$ cat src/rtl/parameterised_seven_segment_display_controller_if.sv
// Value handshake between application logic and the seven-segment controller.
//   value        : unsigned binary value to display
//   dp_mask      : decimal point per digit (1 = lit), captured together with value
//   value_valid  : value/dp_mask offered by the producer
//   value_ready  : controller idle and able to accept
// master = producer side, slave = controller side.
interface parameterised_seven_segment_display_controller_if #(
    parameter int unsigned N_DIGITS    = 3,
    parameter int unsigned VALUE_WIDTH = 10
);
    logic [VALUE_WIDTH-1:0] value;
    logic [N_DIGITS-1:0]    dp_mask;
    logic                   value_valid;
    logic                   value_ready;

    modport master (
        output value,
        output dp_mask,
        output value_valid,
        input  value_ready
    );

    modport slave (
        input  value,
        input  dp_mask,
        input  value_valid,
        output value_ready
    );
endinterface

$ cat src/rtl/parameterised_seven_segment_display_controller.sv
// N-digit multiplexed common-anode seven-segment display controller.
// A binary value accepted over a valid/ready handshake is converted to BCD by a
// sequential double-dabble engine, then committed to display registers that are
// scanned one digit per slot with leading-zero blanking, per-digit decimal points,
// overflow dashes and ghost-suppression blanking at the start of every slot.
// Ports:
//   clk          : system clock, rising edge
//   reset_n      : synchronous reset, active-low
//   value_if     : value / dp_mask / value_valid / value_ready handshake (slave)
//   display_bits : {dp, g, f, e, d, c, b, a}, active-low
//   digit_enable : one-hot digit drive, active-high
//   overflow     : displayed value exceeds 10^N_DIGITS - 1
module parameterised_seven_segment_display_controller #(
    parameter int unsigned N_DIGITS        = 3,
    parameter int unsigned VALUE_WIDTH     = 10,
    parameter int unsigned REFRESH_DIVIDER = 100000,
    parameter int unsigned BLANK_CYCLES    = 2,
    parameter bit          LZ_BLANK        = 1'b1
) (
    input  logic                clk,
    input  logic                reset_n,
    parameterised_seven_segment_display_controller_if.slave value_if,
    output logic [7:0]          display_bits,
    output logic [N_DIGITS-1:0] digit_enable,
    output logic                overflow
);
    localparam int unsigned BcdW = 4 * N_DIGITS;
    localparam int unsigned CntW = (REFRESH_DIVIDER > 1) ? $clog2(REFRESH_DIVIDER) : 1;
    localparam int unsigned IdxW = (N_DIGITS > 1) ? $clog2(N_DIGITS) : 1;
    localparam int unsigned BitW = $clog2(VALUE_WIDTH + 1);

    function automatic longint unsigned max_display(input int unsigned n);
        longint unsigned p = 1;
        for (int unsigned i = 0; i < n; i++) p = p * 10;
        return p - 1;
    endfunction

    localparam longint unsigned MaxValue = max_display(N_DIGITS);

    // Segment code {g..a}, active-low.
    function automatic logic [6:0] seg_code(input logic [3:0] nib);
        case (nib)
            4'd0:    seg_code = 7'h40;
            4'd1:    seg_code = 7'h79;
            4'd2:    seg_code = 7'h24;
            4'd3:    seg_code = 7'h30;
            4'd4:    seg_code = 7'h19;
            4'd5:    seg_code = 7'h12;
            4'd6:    seg_code = 7'h02;
            4'd7:    seg_code = 7'h78;
            4'd8:    seg_code = 7'h00;
            4'd9:    seg_code = 7'h10;
            default: seg_code = 7'h7F;
        endcase
    endfunction

    typedef enum logic [1:0] {StIdle, StConvert, StCommit} state_e;

    state_e                 state_q, state_d;
    logic                   ready_q;
    logic [VALUE_WIDTH-1:0] bin_q, bin_d;
    logic [BcdW-1:0]        bcd_q, bcd_d, bcd_adj;
    logic [BitW-1:0]        bit_cnt_q, bit_cnt_d;
    logic [N_DIGITS-1:0]    dp_q, dp_d;
    logic                   ovf_q, ovf_d;
    logic [BcdW-1:0]        disp_bcd_q, disp_bcd_d;
    logic [N_DIGITS-1:0]    disp_dp_q, disp_dp_d;
    logic                   disp_ovf_q, disp_ovf_d;

    assign value_if.value_ready = ready_q;

    // Conversion FSM: next state and datapath.
    always_comb begin
        state_d    = state_q;
        bin_d      = bin_q;
        bcd_d      = bcd_q;
        bit_cnt_d  = bit_cnt_q;
        dp_d       = dp_q;
        ovf_d      = ovf_q;
        disp_bcd_d = disp_bcd_q;
        disp_dp_d  = disp_dp_q;
        disp_ovf_d = disp_ovf_q;

        bcd_adj = bcd_q;
        for (int i = 0; i < int'(N_DIGITS); i++) begin
            if (bcd_q[4*i +: 4] >= 4'd5) bcd_adj[4*i +: 4] = bcd_q[4*i +: 4] + 4'd3;
        end

        unique case (state_q)
            StIdle: begin
                if (ready_q && value_if.value_valid) begin
                    bin_d     = value_if.value;
                    dp_d      = value_if.dp_mask;
                    ovf_d     = 64'(value_if.value) > MaxValue;
                    bcd_d     = '0;
                    bit_cnt_d = '0;
                    state_d   = StConvert;
                end
            end
            StConvert: begin
                // Bits leaving the top nibble are dropped; overflow already flags that case.
                bcd_d     = {bcd_adj[BcdW-2:0], bin_q[VALUE_WIDTH-1]};
                bin_d     = bin_q << 1;
                bit_cnt_d = bit_cnt_q + 1'b1;
                if (bit_cnt_q == BitW'(VALUE_WIDTH - 1)) state_d = StCommit;
            end
            StCommit: begin
                disp_bcd_d = bcd_q;
                disp_dp_d  = dp_q;
                disp_ovf_d = ovf_q;
                state_d    = StIdle;
            end
            default: state_d = StIdle;
        endcase
    end

    always_ff @(posedge clk) begin
        if (!reset_n) begin
            state_q    <= StIdle;
            ready_q    <= 1'b0;
            bin_q      <= '0;
            bcd_q      <= '0;
            bit_cnt_q  <= '0;
            dp_q       <= '0;
            ovf_q      <= 1'b0;
            disp_bcd_q <= '0;
            disp_dp_q  <= '0;
            disp_ovf_q <= 1'b0;
        end else begin
            state_q    <= state_d;
            ready_q    <= (state_d == StIdle);
            bin_q      <= bin_d;
            bcd_q      <= bcd_d;
            bit_cnt_q  <= bit_cnt_d;
            dp_q       <= dp_d;
            ovf_q      <= ovf_d;
            disp_bcd_q <= disp_bcd_d;
            disp_dp_q  <= disp_dp_d;
            disp_ovf_q <= disp_ovf_d;
        end
    end

    // Digit scan: slot counter and digit index, never stalled by conversion.
    logic [CntW-1:0] slot_q;
    logic [IdxW-1:0] idx_q;

    always_ff @(posedge clk) begin
        if (!reset_n) begin
            slot_q <= '0;
            idx_q  <= '0;
        end else if (slot_q == CntW'(REFRESH_DIVIDER - 1)) begin
            slot_q <= '0;
            idx_q  <= (idx_q == IdxW'(N_DIGITS - 1)) ? '0 : idx_q + 1'b1;
        end else begin
            slot_q <= slot_q + 1'b1;
        end
    end

    // lz[i]: digit i and every higher nibble are zero (digit 0 never qualifies).
    logic [N_DIGITS-1:0] lz;
    logic                zero_above;

    always_comb begin
        lz         = '0;
        zero_above = 1'b1;
        for (int i = int'(N_DIGITS) - 1; i >= 0; i--) begin
            zero_above = zero_above & (disp_bcd_q[4*i +: 4] == 4'd0);
            if (i != 0) lz[i] = LZ_BLANK & zero_above;
        end
    end

    logic [3:0]          cur_nib;
    logic [N_DIGITS-1:0] onehot;
    logic [N_DIGITS-1:0] en_d;
    logic [7:0]          bits_d;

    always_comb begin
        cur_nib        = disp_bcd_q[4*int'(idx_q) +: 4];
        onehot         = '0;
        onehot[idx_q]  = 1'b1;
        en_d           = '0;
        bits_d         = 8'hFF;
        if (32'(slot_q) < BLANK_CYCLES) begin
            // Ghost-suppression gap: everything off.
        end else if (disp_ovf_q) begin
            en_d   = onehot;
            bits_d = 8'hBF;
        end else if (lz[idx_q]) begin
            // A blanked digit stays lit only to show its decimal point.
            if (disp_dp_q[idx_q]) begin
                en_d   = onehot;
                bits_d = 8'h7F;
            end
        end else begin
            en_d   = onehot;
            bits_d = {~disp_dp_q[idx_q], seg_code(cur_nib)};
        end
    end

    always_ff @(posedge clk) begin
        if (!reset_n) begin
            display_bits <= 8'hFF;
            digit_enable <= '0;
            overflow     <= 1'b0;
        end else begin
            display_bits <= bits_d;
            digit_enable <= en_d;
            overflow     <= disp_ovf_q;
        end
    end
endmodule

$ cat src/flat_wrapper.sv
// flat-port wrapper written by rule: the top's interface ports become plain ports
module parameterised_seven_segment_display_controller_flat 
#(
    parameter int unsigned N_DIGITS        = 3,
    parameter int unsigned VALUE_WIDTH     = 10,
    parameter int unsigned REFRESH_DIVIDER = 100000,
    parameter int unsigned BLANK_CYCLES    = 2,
    parameter bit          LZ_BLANK        = 1'b1
)
  (clk, reset_n, display_bits, digit_enable, overflow, value_if_value, value_if_dp_mask, value_if_value_valid, value_if_value_ready);
  parameterised_seven_segment_display_controller_if #(.N_DIGITS(N_DIGITS), .VALUE_WIDTH(VALUE_WIDTH)) value_if_i ();
  input  logic clk;
  input  logic reset_n;
  output logic [7:0] display_bits;
  output logic [N_DIGITS-1:0] digit_enable;
  output logic overflow;
  input wire logic [$bits(value_if_i.value)-1:0] value_if_value;
  input wire logic [$bits(value_if_i.dp_mask)-1:0] value_if_dp_mask;
  input wire logic [$bits(value_if_i.value_valid)-1:0] value_if_value_valid;
  output wire logic [$bits(value_if_i.value_ready)-1:0] value_if_value_ready;
  assign value_if_i.value = value_if_value;
  assign value_if_i.dp_mask = value_if_dp_mask;
  assign value_if_i.value_valid = value_if_value_valid;
  assign value_if_value_ready = value_if_i.value_ready;
  parameterised_seven_segment_display_controller #(.N_DIGITS(N_DIGITS), .VALUE_WIDTH(VALUE_WIDTH), .REFRESH_DIVIDER(REFRESH_DIVIDER), .BLANK_CYCLES(BLANK_CYCLES), .LZ_BLANK(LZ_BLANK)) u_core (.clk(clk), .reset_n(reset_n), .value_if(value_if_i), .display_bits(display_bits), .digit_enable(digit_enable), .overflow(overflow));
endmodule
$ cat config.mk
export PLATFORM = sky130hd
export DESIGN_NAME = parameterised_seven_segment_display_controller_flat
export DESIGN_NICKNAME = d
export VERILOG_FILES = /design/src/rtl/parameterised_seven_segment_display_controller_if.sv /design/src/rtl/parameterised_seven_segment_display_controller.sv /design/src/flat_wrapper.sv
export SDC_FILE = /design/constraint.sdc
export NUM_CORES = 1
export LEC_CHECK = 0
export ABC_AREA = 1
export BUFFER_PORTS_ARGS = -buffer_cell sky130_fd_sc_hd__buf_4
export CORE_MARGIN = 4
export CORE_UTILIZATION = 64
export CTS_CLUSTER_DIAMETER = 120
export DETAILED_ROUTE_END_ITERATION = 10
export HOLD_SLACK_MARGIN = 0.08
export PLACE_DENSITY = 0.91
export SLEW_MARGIN = 20
export SYNTH_ARGS = -nofsm -noshare
export SYNTH_HDL_FRONTEND = slang
export SYNTH_SLANG_ARGS = --single-unit
$ cat constraint.sdc
create_clock -name clk -period 3.3 [get_ports clk]
set_input_delay 0.33 -clock clk [delete_from_list [all_inputs] [get_ports clk]]
set_output_delay 0.33 -clock clk [all_outputs]
set_load 0.02 [all_outputs]
Yosys cells after proc, flatten, opt, wreduce, memory -nomap -nowiden

Memories as Yosys holds them, arrays and structs flattened.
Cells that the tools add are included.

Memories: 1
Logic and storage cells: 77
ROM bits: 112
Bits of input ports: 16
Flip-flop bits (word level): 80
Memory bits (writable): 0
Latch bits: 0

Multipliers: 0
Bitwise operators: 3
$lt $le $gt $ge: 7
Shift-type cells: 1
Reduce and logical (&&, ||, !) cells: 12
Add/subtract/negate cells: 6
Equal/unequal tests: 6
Divide/modulo/power cells: 0
Multiplexer cells: 25

Memory list:

| memory           | depth | width | rd ports | clocked after Yosys merged registers in | write ports | line                                                 | RTL |
|---|---|---|---|---|---|---|---|
| (name not given) | 16    | 7     | 1        | 0                                       | 0           | parameterised_seven_segment_display_controller.sv:42 | `case (nib)` |

Operators by type and width:

| operator                                              | count |
|---|---|
| case mux 12 bit (2 select lines)                      | 1 |
| case mux 10 bit (2 select lines)                      | 1 |
| adder 17 x 1 -> 17 bit, second input constant         | 1 |
| equality test 17 bit, second input constant           | 1 |
| < comparator 17 x 2 -> 1 bit, second input constant   | 1 |
| two-way mux 8 bit                                     | 2 |
| >= comparator 4 x 3 -> 1 bit, second input constant   | 3 |
| two-way mux 12 bit                                    | 1 |
| two-way mux 3 bit                                     | 4 |
| two-way mux 4 bit                                     | 3 |
| indexed part select 12 x 5 -> 4 bit                   | 1 |
| greater-than comparator 10 bit, second input constant | 1 |
| two-way mux 10 bit                                    | 1 |
| adder 4 x 2 -> 4 bit, second input constant           | 2 |
| zero test 4 bit                                       | 2 |
| case mux 4 bit (2 select lines)                       | 1 |
| two-way mux 7 bit                                     | 1 |
| two-way mux 2 bit                                     | 3 |
| adder 4 x 1 -> 4 bit, second input constant           | 1 |
| binary-select mux 1 bit (select 2 bit)                | 2 |
| equality test 2 bit, second input constant            | 2 |
| equality test 4 bit, second input constant            | 1 |
| zero test 2 bit                                       | 2 |
| case mux 2 bit (2 select lines)                       | 1 |
| other kinds (15)                                      | 21 |

Depth between registers and ports, before layout

Depth after elaboration: 7
Mapped depth: 12

Worst setup path after synthesis

Ideal clock, no wire load.

Kind: flip-flop to flip-flop
Start point: register u_core.idx_q[1]
End point: register u_core.display_bits[3]
Period minus slack after synthesis: 1514 ps
Cell stages (with the launch flop): 11
Required time: 3183 ps
Slack: 1786 ps
Data arrival time: 1396 ps
Setup time: 117 ps
Buffers on the path: 1
Path through: dfxtp_1 -> buf_6 -> inv_2 -> nor2_1 -> nand2_1 -> nand3_1 -> inv_1 -> ha_1 -> nand3_1 -> nand3_1 -> nand2_1

Longest elaborated chain between the ends: 3

Ends and longest elaborated chain:

| item                                                                                                 | line                                                                                                         | RTL |
|---|---|---|
| start: declaration                                                                                   | parameterised_seven_segment_display_controller.sv:145                                                        | `logic [IdxW-1:0] idx_q;` |
| start signal: assignment                                                                             | parameterised_seven_segment_display_controller.sv:153                                                        | `idx_q <= (idx_q == IdxW'(N_DIGITS - 1)) ? '0 : idx_q + 1'b1;` |
| indexed part select 12 x 5 -> 4 bit / binary-select mux 1 bit (select 2 bit) (equally long branches) | parameterised_seven_segment_display_controller.sv:178, parameterised_seven_segment_display_controller.sv:188 |  |
| memory (16 x 7 bit) / two-way mux 1 bit (equally long branches)                                      | n/a                                                                                                          |  |
| two-way mux 8 bit (*)                                                                                | parameterised_seven_segment_display_controller.sv:188                                                        | `end else if (lz[idx_q]) begin` |
| end signal: assignment                                                                               | parameterised_seven_segment_display_controller.sv:206                                                        | `display_bits <= bits_d;` |
| end: declaration                                                                                     | parameterised_seven_segment_display_controller.sv:23                                                         | `output logic [7:0] display_bits,` |

Every way passes the cells marked *; elsewhere a longest branch is shown, timed or not. The select of a mux whose other input is x is not followed.
A chain may end at the register's enable or synchronous reset.

Final worst setup path

Same ends and word-level chain as after synthesis.

==> results by group <==
Outcome
  – Status: complete, no violations

Clocking
  – Post-CTS Resized: 0
  – CTS tree: done
  – CTS sink count: 80
  – Hold_buf cts: 0
  – Root buffer cell: clkbuf_8
  – Buffer count from post-CTS setup fixing: 0
  – Inserted Clock Buffers: 9
  – Clock transition at the registers of the reported paths: 0.08 ns
  – Clk_lat worst skew: 0.35 ns
  – CTS H-tree lvls: 3
  – Clk buf depth: 2

Synthesis
  – Post-Syn Nets: 510
  – Netlist cell types: 32
  – Syn. warnings: 0
  – FF+latch count, synth: 80
  – Mean Syn Cell Area: 7.56 sq um
  – Sequential area share after synthesis: 44.1%
  – Synthesized netlist cell count: 480
  – Post-Syn Area: 0.00363 sq mm

Worst hold path
  – Hold Path Stages: 3
  – HP Start: value_if_value[0]
  – HP Class: in2reg
  – Hold Path Sink: u_core.bin_q[0]

Route
  – Met2 WL: 3890 um
  – Antenna-violating nets left: 0
  – Via count: 3338
  – DR WL/cell: 13.5 um
  – DR iter-0 viols: 246
  – Routed WL: 7900 um
  – Number of vias per cell: 5.70
  – DRC: 0
  – Top Metal Used: met4
  – Pre-antenna DRT Iters: 8
  – Metal3 WL: 507 um
  – Met1 WL: 3320 um

Timing
  – Pins Over Slew Limit: 0
  – Crit path time final: 1.87 ns
  – Max_slew headroom: 44.0%
  – Setup Skew: 0.00864 ns
  – Tightest Pin Transition: 0.839 ns
  – Period utilisation layout: 56.7%
  – Max Fclk: 534 MHz
  – Setup-failing EPs final: 0
  – Post-Route Setup TNS: 0 ns
  – Fin. Hold Viols: 0
  – RSZ-0062 raised after global routing: false

Worst setup path
  – Worst setup EP type: flip-flop
  – R2r setup slk: 1.43 ns
  – Reg2reg end: u_core.display_bits[3]
  – Crit-path max FO: 8
  – CP arrival: 2.12 ns
  – Critical Path RT: 3.54 ns
  – Crit start category: flip-flop
  – Worst R2R Start: u_core.idx_q[1]
  – FF-to-FF path depth: 9
  – CP Class: reg2reg

Placed design
  – DP HPWL: 5730 um
  – Port Buffer Count: 28
  – DP Area: 0.00388 sq mm
  – GP Congestion: 0.906
  – Placed Cells: 570

Global routing
  – GRT Total Usage: 23.7%
  – Largest net degree at the start of global routing: 33
  – Total grt overflow: 0
  – Initial antenna violation count: 0
  – First-pass GRT wire length: 13800 um
  – Number of global-route vias before repair: 3174

Cells and area
  – Ant diodes: 0
  – Share of layout cells above drive strength 1: 14.0%
  – Post-route cell area: 0.00410 sq mm
  – Most frequent cells in the layout: 90 x nand2_1, 80 x dfxtp_1, 52 x nor2_1
  – Commonest non-fill, non-tap cell in the layout: nand2_1
  – Final Util: 74.4%
  – Syn-to-layout area delta: 13.0%
  – Final net count: 539
  – Non-Filler Instances: 586

Pwr
  – Peak supply drop: 384 uV
  – Leak: 1.68 nW
  – Power per cell area: 473 mW/mm^2

Run
  – Max_cap viols: 0

Floorplanning
  – IO Pins: 29
  – Starting Density: 65.9%
  – Core footprint: 0.00551 sq mm
  – Die area: 0.00694 sq mm
  – Die height: 83.3 um
  – Rows: 27
  – Die X: 83.3 um
-- kinds of logic (layout without fill, tap and decap cells) --
family,count (synthesis),count (layout),synth area share (%)
and+or+nand+nor,211,211,26.7
xor gates and xnor gates,7,7,1.69
DFF,80,80,44.1
adders and majority gates,14,14,4.83
AOI/OAI and AO/OA,104,104,15.6
buffers and inverters,64,98,7.10
-- cell usage after synthesis --
master    count  area [sq um]
nor3b_1       1          7.51
xnor2_1       2          17.5
nor2_1       52           195
o211ai_1      2          15.0
buf_6         1          11.3
o22ai_1      10          62.6
o31ai_1       1          7.51
o21ai_0      45           225
dfxtp_1      80          1600
inv_2         8          30.0
nor2_4        3          33.8
nand3_4       1          17.5
ha_1         14           175
a21o_1        1          7.51
nand4_1       6          37.5
o21ai_1       2          10.0
nor2_2        5          31.3
nand3_1      36           180
xor2_1        5          43.8
a211oi_1      1          7.51
nor3_1        6          30.0
buf_2         2          10.0
nand2_1      90           338
nand3_2       2          20.0
nor2_8        1          20.0
clkbuf_1      6          22.5
nand4_2       1          12.5
a21oi_1      34           170
nand2_2       7          43.8
a22oi_1       8          60.1
buf_4         2          15.0
inv_1        45           169
-- through the flow --
| step | power (W) | setup slack [ns] | hold WS, ns |
|---|---|---|---|
| global route | 0.00201 | 1.23 | 0.203 |
| detailed placement | 0.00116 | 1.44 | 0.447 |
| finish | 0.00194 | 1.43 | 0.218 |
| global placement | 0.00115 | 1.56 | 0.429 |
| floorplan | 0.00111 | 1.79 | 0.417 |
| CTS | 0.00194 | 1.42 | 0.215 |
-- where the power goes --
group / switching [W] / internal [W]
Clock: 0.000355 / 0.000446
Combinational: 0.0000837 / 0.0000487
Sequential: 0.0000142 / 0.000990
Total: 0.000453 / 0.00148
-- worst max-delay path by stage --
stage,start,end,cells after the start
6_report,u_core.idx_q[1],u_core.display_bits[3],9
5_1_grt,u_core.idx_q[1],u_core.display_bits[3],9
4_1_cts,u_core.idx_q[1],u_core.display_bits[3],9
2_1_floorplan,u_core.idx_q[1],u_core.display_bits[3],10
3_3_place_gp,u_core.idx_q[1],u_core.display_bits[3],9
3_5_place_dp,u_core.idx_q[1],u_core.display_bits[3],9
-- metal layers --
layer / vias to the layer above / GRT usage (%)
met5: - / 0
met4: 0 / 9.81
met3: 25 / 6.85
met2: 141 / 39.8
met1: 1522 / 28.3
li1: 1650 / -
-- state kept, by name (all words and copies together), names as in the netlist, 4 cells and up --
signal,cells
u_core.display_bits,8
u_core.slot_q,17
u_core.bin_q,10
u_core.bcd_q,12
u_core.bit_cnt_q,4
u_core.disp_bcd_q,12
-- area by class of cell --
class / instances / area [sq um]
fill: 394 / 1410
tap: 72 / 90.1
clock buffer: 11 / 141
timing repair buffer: 29 / 218
multi-input combinational: 336 / 1770
sequential: 80 / 1600
inverter: 53 / 199
clock inverter: 5 / 80.1
-- critical path: stages, from the launching register on --
cell	delay, ns
dfxtp_1	0.57
inv_2	0.11
nor2_1	0.22
nand2_1	0.08
nand3_1	0.14
inv_1	0.10
ha_1	0.29
nand3_1	0.10
nand3_1	0.09
nand2_1	0.05
Power figures use the tool's default switching activity.
